`config.mk`:
```
export PLATFORM = sky130hd
export DESIGN_NAME = nmea_uart_rx
export DESIGN_NICKNAME = d
export VERILOG_FILES = /design/src/rtl/nmea_pkg.sv /design/src/rtl/rx_sync.sv /design/src/rtl/nmea_uart_rx.sv
export SDC_FILE = /design/constraint.sdc
export NUM_CORES = 1
export LEC_CHECK = 0
export CAP_MARGIN = 20
export CORE_MARGIN = 4
export CORE_UTILIZATION = 50
export DETAILED_ROUTE_END_ITERATION = 6
export PLACE_DENSITY = 0.79
export SETUP_SLACK_MARGIN = 0.4
export SLEW_MARGIN = 5
export SYNTH_ARGS = -nofsm -noshare
export SYNTH_HDL_FRONTEND = slang
export SYNTH_SLANG_ARGS = --single-unit
```
`constraint.sdc`:
```
create_clock -name i_clk -period 1.9 [get_ports i_clk]
set_input_delay 0.38 -clock i_clk [delete_from_list [all_inputs] [get_ports i_clk]]
set_output_delay 0.38 -clock i_clk [all_outputs]
set_load 0.005 [all_outputs]
```
`src/rtl/nmea_pkg.sv`:
```
// Shared definitions for the NMEA receive path: UART receiver states,
// sentence delimiter characters and the default bit timing.
package nmea_pkg;

    typedef enum logic [2:0] {
        IDLE,
        START,
        DATA,
        STOP,
        BREAK
    } rx_state_t;

    // Characters the sentence parser keys on.
    localparam logic [7:0] CH_DOLLAR = 8'h24;
    localparam logic [7:0] CH_STAR   = 8'h2A;
    localparam logic [7:0] CH_CR     = 8'h0D;
    localparam logic [7:0] CH_LF     = 8'h0A;
    localparam logic [7:0] CH_COMMA  = 8'h2C;

    // 50 MHz system clock, 4800 baud NMEA default.
    localparam int CLKS_PER_BIT_DEF = 10417;

    // Two-out-of-three majority.
    function automatic logic maj3(input logic a, input logic b, input logic c);
        return (a & b) | (a & c) | (b & c);
    endfunction

endpackage

```
`src/rtl/rx_sync.sv`:
```
// Two-flop synchronizer for an asynchronous single-bit input.
module rx_sync #(
    parameter logic RST_VAL = 1'b1
) (
    input  logic i_clk,
    input  logic i_rst,
    input  logic i_d,
    output logic o_q
);

    logic meta;

    // Shift the raw input through two flops; reset to the line's idle level.
    always_ff @(posedge i_clk or negedge i_rst) begin
        if (!i_rst) begin
            meta <= RST_VAL;
            o_q  <= RST_VAL;
        end else begin
            meta <= i_d;
            o_q  <= meta;
        end
    end

endmodule

```
`src/rtl/nmea_uart_rx.sv`:
```
// 8N1 UART receiver feeding the NMEA parser: false-start rejection,
// 3-sample majority voting per bit and framing-error detection.
module nmea_uart_rx
    import nmea_pkg::*;
#(
    parameter int CLKS_PER_BIT = CLKS_PER_BIT_DEF,
    parameter int DATA_BITS    = 8
) (
    input  logic                 i_clk,
    input  logic                 i_rst,
    input  logic                 i_rx,
    output logic [DATA_BITS-1:0] o_char,
    output logic                 o_finished,
    output logic                 o_frame_err,
    output logic                 o_busy
);

    localparam int CW = $clog2(CLKS_PER_BIT);
    localparam int BW = (DATA_BITS > 1) ? $clog2(DATA_BITS) : 1;

    localparam logic [CW-1:0] HALF_M1  = CW'(CLKS_PER_BIT / 2 - 1);
    localparam logic [CW-1:0] HALF     = CW'(CLKS_PER_BIT / 2);
    localparam logic [CW-1:0] HALF_P1  = CW'(CLKS_PER_BIT / 2 + 1);
    localparam logic [CW-1:0] LAST     = CW'(CLKS_PER_BIT - 1);
    localparam logic [BW-1:0] BIT_LAST = BW'(DATA_BITS - 1);

    logic                 rx_s, rx_d;
    rx_state_t            state_q, state_d;
    logic [CW-1:0]        baud_q, baud_d;
    logic [BW-1:0]        bit_q, bit_d;
    logic [DATA_BITS-1:0] shreg_q, shreg_d;
    logic [1:0]           smp_q, smp_d;
    logic [DATA_BITS-1:0] char_q, char_d;
    logic                 fin_q, fin_d;
    logic                 err_q, err_d;
    logic                 vote, at_vote, at_last;

    rx_sync #(.RST_VAL(1'b1)) u_sync (
        .i_clk (i_clk),
        .i_rst (i_rst),
        .i_d   (i_rx),
        .o_q   (rx_s)
    );

    // The third sample is rx_s itself in the HALF+1 cycle.
    assign vote    = maj3(smp_q[1], smp_q[0], rx_s);
    assign at_vote = (baud_q == HALF_P1);
    assign at_last = (baud_q == LAST);

    // State, counters, shift register and registered outputs.
    always_ff @(posedge i_clk or negedge i_rst) begin
        if (!i_rst) begin
            rx_d    <= 1'b1;
            state_q <= IDLE;
            baud_q  <= '0;
            bit_q   <= '0;
            shreg_q <= '0;
            smp_q   <= '0;
            char_q  <= '0;
            fin_q   <= 1'b0;
            err_q   <= 1'b0;
        end else begin
            rx_d    <= rx_s;
            state_q <= state_d;
            baud_q  <= baud_d;
            bit_q   <= bit_d;
            shreg_q <= shreg_d;
            smp_q   <= smp_d;
            char_q  <= char_d;
            fin_q   <= fin_d;
            err_q   <= err_d;
        end
    end

    // Frame sequencing: next state, bit timing, sampling and output pulses.
    always_comb begin
        state_d = state_q;
        baud_d  = baud_q;
        bit_d   = bit_q;
        shreg_d = shreg_q;
        smp_d   = smp_q;
        char_d  = char_q;
        fin_d   = 1'b0;
        err_d   = 1'b0;

        if (state_q inside {START, DATA, STOP}) begin
            baud_d = at_last ? '0 : baud_q + 1'b1;
            if (baud_q == HALF_M1) smp_d[1] = rx_s;
            if (baud_q == HALF)    smp_d[0] = rx_s;
        end

        case (state_q)
            IDLE: begin
                baud_d = '0;
                bit_d  = '0;
                // The detect cycle is count 0 of the start bit, so the
                // counter stays aligned with the synchronized bit boundary.
                if (rx_d && !rx_s) begin
                    state_d = START;
                    baud_d  = CW'(1);
                end
            end
            START: begin
                if (at_vote && vote) begin
                    state_d = IDLE;
                    baud_d  = '0;
                end else if (at_last) begin
                    state_d = DATA;
                    bit_d   = '0;
                end
            end
            DATA: begin
                if (at_vote) shreg_d = {vote, shreg_q[DATA_BITS-1:1]};
                if (at_last) begin
                    if (bit_q == BIT_LAST) state_d = STOP;
                    else                   bit_d   = bit_q + 1'b1;
                end
            end
            STOP: begin
                // Leave mid stop bit so a back-to-back start edge is caught.
                if (at_vote) begin
                    baud_d = '0;
                    if (vote) begin
                        char_d  = shreg_q;
                        fin_d   = 1'b1;
                        state_d = IDLE;
                    end else begin
                        err_d   = 1'b1;
                        state_d = BREAK;
                    end
                end
            end
            BREAK: begin
                baud_d = '0;
                if (rx_s) state_d = IDLE;
            end
            default: state_d = IDLE;
        endcase
    end

    assign o_char      = char_q;
    assign o_finished  = fin_q;
    assign o_frame_err = err_q;
    assign o_busy      = (state_q != IDLE);

endmodule

```
==> impl_metrics.ini, run 1 <==
[run_status]
status = completed

[synth]
synth.most_common_cell = dfrtp_1
async_flop_share_pct = 100
synth_cell_types = 46
synth.yosys.warnings = 0
synth_area_sq_um = 2060
ys_seq_area_share_pct = 52.3
synth.top_cell.area_share_pct = 48.5
syn_avg_cell_area_sq_um = 11.2
synthCells = 185
synth_common_cells = 40 x dfrtp_1, 19 x nor2_1, 18 x nand2_1
synth_top_area_cell = dfrtp_1
synth_area_leaders = dfrtp_1 48%, mux2_2 8.2%, dfstp_2 3.8%
synth-seq-cells = 43
synth_nets = 193
yosys_most_used_dff = dfrtp_1
synth_enable_flop_cells = 0

[sta]
fin_crit_ns = 1.90
min_period_over_period_pct = 99.7
finalClockSkew_ns = 0.00846
slew_viol_final = 0
slew-limit-headroom_pct = 58.9
worstMarginPinSlew_ns = 0.616
finalSetupTns_ns = 0
postLayoutSetupSlackWorst_ns = 0.00495
fmax_mhz = 528
hold_violations = 0
setup_viol = 0
rsz0062_at_grt = yes

[clocking]
cts_buffers = 5
cts-root-buf = clkbuf_8
ctsLongestPathBuffers = 2
clock_sinks = 43
clk_latency_ns = 0.29
htree_levels = 2
cts_tree = yes
clk_pin_slew_worst_paths_ns = 0.08
hold_buffers = 0

[worst_setup_path]
worstSetupPathType = reg -> reg
cp-end-kind = flop
required_ns = 2.09
critPathArrivalTime_ns = 2.08
start_kind = flop
critical_path.max_fanout = 8

[placed_design]
port_buffers = 13
place_ws_ns = -0.0000712
place_hpwl_um = 3070
gp_congestion = 0.898

[layout]
syn2layout_area_growth_pct = 37.8
diodes = 0
drive_above_1_share_pct = 38.1
nets = 246

[power_and_ir_drop]
seqPwrFrac_pct = 40.8
intPower_w = 0.00183
p_leak_nw = 1.34
swShare_pct = 27.3
ir_worst_vdd_mv = 0.690
comb_power_share_pct = 25.8
clkPwrFrac_pct = 33.4
p_switching_w = 0.000686
powerDensity_nw_per_um2 = 884

[route]
routed_wl_um = 4650
initialDrtViolationCount = 122
first_pass_iters = 4
drc = 0
num_vias = 1623
avgRoutedWirePerCell_um = 16.1
vias_per_cell = 5.62
ant_nets = 0

[grt]
grt.overflow.total = 0
grt_pass1_wl_um = 7770
grt_antenna_before_repair = 0
grt_pass1_vias = 1644
grt_max_degree = 30
grt_usage_pct = 19.1

[floorplanning]
initial_core_util_pct = 51.6
num_rows = 23
die_area_sq_um = 5220
fp.dieH_um = 72.3
pin_count = 14
core_sq_um = 4000
die_x_um = 72.3

[flow_run]
maxCapViolations = 0

[worst_hold_path]
hp-class = in -> async
[path summary, 6_finish.rpt]
| path | startpoint | end | slack, ns | depth (start not counted) |
|---|---|---|---|---|
| worst max-delay path | baud_q[0] | o_char[3] | 0.005 | 7 |
| worst min-delay path | i_rst | baud_q[2] | 0.09 | 1 |
| worst max register to register | baud_q[0] | o_char[3] | 0.005 | 7 |
| worst min register to register | u_sync.meta | u_sync.o_q | 0.36 | 0 |
| max in group asynchronous | i_rst | state_q[2] | 1.24 | 2 |
| min in group i_clk | u_sync.meta | u_sync.o_q | 0.36 | 0 |
[stage by stage]
step / power (W) / instance area [sq um] / hold WS (ns) / utilization [%] / std cells
floorplan: 0.00133 / 2150 / 0.0844 / - / 185
CTS: 0.00241 / 2740 / 0.111 / 68.4 / 283
global route: 0.00262 / 2840 / 0.139 / 71.1 / 289
finish: 0.00251 / 2840 / 0.0915 / 71.1 / 289
global placement: 0.00152 / 2530 / 0.346 / 63.3 / 271
detailed placement: 0.00153 / 2530 / 0.348 / 63.3 / 271
[cell usage in the layout (no fill, tap or decap), types with 3 or more instances in the layout]
cell and count:
dfrtp_1 38, buf_4 32, nor2_1 18, nand2_1 15
mux2_4 10, dlygate4sd2_1 10, xor2_1 8, nand3_1 7
inv_1 6, a21oi_1 5, mux2_2 5, clkbuf_8 5
and3_1 4, nand2_2 4, nor3_1 3, xnor2_1 3
ha_1 3, buf_12 3, buf_6 3, dfstp_2 3
[logic make-up after synthesis]
logic type	count (synthesis)	share of synthesized area, %
flip-flops	43	52.3
AND/OR/NAND/NOR	75	20.8
AO/OA/AOI/OAI	22	7.52
XOR/XNOR	11	4.67
buffers and inverters	12	2.49
adder cells (fa/ha/maj)	6	3.52
multiplexers	16	8.73
[layer usage]
| layer | vias up | GRT usage [%] | wire length, um |
|---|---|---|---|
| li1 | 762 | - | - |
| met2 | 42 | 28.5 | 2260 |
| met3 | 9 | 3.60 | 203 |
| met4 | 0 | 7.93 | 87 |
| met1 | 810 | 27.4 | 2090 |
| met5 | - | 0 | 0 |
[timing repair]
action | CTS | global route
endpoints found under the setup margin | 48 | 41
resized for setup | 19 | 19
pin swaps | 2 | 4
buffers inserted | 4 | 6
[power groups by stage]
stage | Combinational, W | Sequential, W | Clock, W
after floorplan | 0.000277 | 0.00105 | 0
after global placement | 0.000493 | 0.00103 | 0
after detailed placement | 0.000498 | 0.00103 | 0
after CTS | 0.000532 | 0.00102 | 0.000851
after global routing | 0.000692 | 0.00103 | 0.000892
final | 0.000648 | 0.00103 | 0.000840
[flip-flops by register name, summed over array words and instances, names as in the netlist]
register     cells
o_char           8
u_sync.meta      1
bit_q            3
smp_q            2
baud_q          14
o_frame_err      1
rx_d             1
shreg_q          8
state_q          3
o_finished       1
u_sync.o_q       1
[worst max-delay path, stage by stage (launching register included)]
cell	delay [ns]
dfrtp_1	0.37
buf_6	0.14
ha_1	0.17
nor2b_1	0.28
nand2_2	0.15
nor3_4	0.18
buf_12	0.16
mux2_2	0.33
[layout make-up]
cell class,count,area (sq um)
clock buffer,6,72.6
clock inverter,2,60.1
fill,281,1160
inverter,7,26.3
multi-input combinational,130,1100
sequential,43,1080
tap,50,62.6
timing repair buffer,51,442
Note: power is estimated with default switching activity, not from simulation.
==> run 2: changes to the inputs <==
--- a/config.mk
+++ b/config.mk
@@ -5,6 +5,7 @@
 export SDC_FILE = /design/constraint.sdc
 export NUM_CORES = 1
 export LEC_CHECK = 0
+export ABC_AREA = 0
 export CAP_MARGIN = 20
 export CORE_MARGIN = 4
 export CORE_UTILIZATION = 50
==> results of run 2 <==
Final layout, timing and power as in run 1 (identical DEF).
==> edit, RTL diff (settings of run 1) <==
Add an input register stage for `i_rx`; this delays it by one clock.
--- a/src/rtl/nmea_uart_rx.sv
+++ b/src/rtl/nmea_uart_rx.sv
@@ -25,4 +25,10 @@
     localparam logic [BW-1:0] BIT_LAST = BW'(DATA_BITS - 1);
 
+    logic i_rx_q;
+
+    always_ff @(posedge i_clk) begin
+        i_rx_q <= i_rx;
+    end
+
     logic                 rx_s, rx_d;
     rx_state_t            state_q, state_d;
@@ -39,5 +45,5 @@
         .i_clk (i_clk),
         .i_rst (i_rst),
-        .i_d   (i_rx),
+        .i_d   (i_rx_q),
         .o_q   (rx_s)
     );
Behaviour: not the same (a bounded check fails within 4 cycles, from zero or initial values and one cycle with i_rst low).
==> edit against run 1 <==
Sequential cell count up 1; critical path depth down 2; wire length up 19%; clock skew down 0.0038 ns; setup slack worse by 0.025 ns; final area up 6.9%; global-route usage up 0.73 points; the flow now finishes with violations (setup timing); total power up 3.6%; count of clock-buffer cells in the layout down 1; synthesized area up 0.97%; core utilization up 4.3 points; worst hold slack better by 0.046 ns.
==> edit: results (changes against run 1) <==
<table>
<tr><th>Metric</th><th>Value</th></tr>
<tr><th colspan="2">Outcome</th></tr>
<tr><td>Result of the run</td><td>finished, violations left</td></tr>
<tr><td>Violations in the final reports</td><td>setup timing</td></tr>
<tr><th colspan="2">Timing</th></tr>
<tr><td>Number of setup violations in the final report</td><td>2 (+2)</td></tr>
<tr><td>Setup slack of the critical path after layout</td><td>-0.0200 ns (-0.0250 ns)</td></tr>
<tr><td>Worst slew slack as a fraction of its limit</td><td>51.7% (-7.2 points)</td></tr>
<tr><td>Setup TNS</td><td>-0.0323 ns (-0.0323 ns)</td></tr>
<tr><th colspan="2">Pwr</th></tr>
<tr><td>Worst IR Drop VDD</td><td>829 uV (+20%)</td></tr>
<tr><th colspan="2">GRT</th></tr>
<tr><td>GR Util All Layers</td><td>19.8% (+0.73 points)</td></tr>
<tr><td>GR Layer Usage met2</td><td>31.8% (+3.2 points)</td></tr>
<tr><td>Wire length of the first global-routing pass</td><td>8.12 mm (+4.5%)</td></tr>
<tr><td>Met3 Track Usage GR</td><td>4.16% (+0.55 points)</td></tr>
<tr><td>Vias in the first global route</td><td>1,671 (+1.6%)</td></tr>
<tr><td>Largest net degree at the start of global routing</td><td>44 (+47%)</td></tr>
<tr><th colspan="2">Cells and area</th></tr>
<tr><td>Non-filler instance count after layout</td><td>298 (+3.1%)</td></tr>
<tr><td>Proportion of layout cells with a drive suffix above 1</td><td>48.0% (+9.9 points)</td></tr>
<tr><td>Nets</td><td>255 (+3.7%)</td></tr>
<tr><th colspan="2">Placed design</th></tr>
<tr><td>DP Wirelength</td><td>3.14 mm (+2.5%)</td></tr>
<tr><td>RePlAce Congestion</td><td>0.812 (-9.6%)</td></tr>
<tr><th colspan="2">Logic synthesis</th></tr>
<tr><td>Top area cells in the synthesized netlist</td><td>dfrtp_1 48%, mux2_2 8.1%, dfstp_2 3.8%</td></tr>
<tr><td>Asr flop ratio synth</td><td>97.7% (-2.3 points)</td></tr>
<tr><td>Post-synthesis area per instance</td><td>11.2 um^2 (+0.43%)</td></tr>
<tr><td>Syn_nets</td><td>194 (+0.52%)</td></tr>
<tr><td>Sequential-to-total area share from yosys stat</td><td>52.8% (+0.46 points)</td></tr>
<tr><th colspan="2">Setup path</th></tr>
<tr><td>Worst setup path startpoint</td><td>baud_q[8]$_DFF_PN0_</td></tr>
<tr><td>Slowest cell on crit path</td><td>or4_4</td></tr>
<tr><td>Critical Path Fanout Max</td><td>4 (-4)</td></tr>
<tr><td>Setup crit end</td><td>state_q[1]$_DFFE_PN0P_</td></tr>
</table>
-- edit: cell count changes in the layout (fill, tap and decap cells not counted), sizes merged --
cell             run 1  this run
buf                 39        47
inv                  7         8
clkbuf               7         6
clkinvlp             0         1
bufinv               2         1
dfxtp                0         1
-- edit: logic make-up after synthesis --
group | share of synthesized area (%)
adder cells (fa/ha/maj) | 3.48
XOR/XNOR | 4.62
flip-flops | 52.8
buffers and inverters | 2.46
AND/OR/NAND/NOR | 20.6
AO/OA/AOI/OAI | 7.44
multiplexers | 8.64
-- edit: final cells by class --
| cell class | count | area (um^2) | area share, % |
|---|---|---|---|
| multi-input combinational | 130 | 1230 | 40.4 |
| timing repair buffer | 59 | 505 | 16.6 |
| tap | 50 | 62.6 | 2.06 |
| sequential | 44 | 1100 | 36.3 |
| clock inverter | 3 | 46.3 | 1.52 |
| clock buffer | 5 | 68.8 | 2.26 |
| inverter | 7 | 26.3 | 0.865 |
-- edit: metal layers --
metal / share of wire (%) / vias to the layer above
met5: 0 / -
met4: 1.7 / 0
met3: 2.5 / 11
li1: - / 783
met2: 53 / 38
met1: 43 / 858
-- edit: power breakdown --
part	total [W]	internal (W)	leakage, nW	switching (W)
sequential	0.00106	0.000998	0.585	0.0000655
clock	0.000734	0.000396	0.0548	0.000338
combinational	0.000805	0.000431	0.769	0.000375
total	0.00260	0.00182	1.41	0.000778
-- edit: what timing repair did --
item / CTS / global route
buffers inserted: 7 / 14
pin swaps: 4 / 17
endpoints found under the setup margin: 50 / 41
gates resized for setup: 22 / 49
gates cloned: 0 / 0
-- edit: metrics by stage --
stage / cell area [um^2] / setup slack, ns
global route: 3040 / -0.0511
finish: 3040 / -0.0200
CTS: 2740 / 0.0365
global placement: 2530 / 0.0256
floorplan: 2170 / 0.0305
detailed placement: 2530 / -0.0436
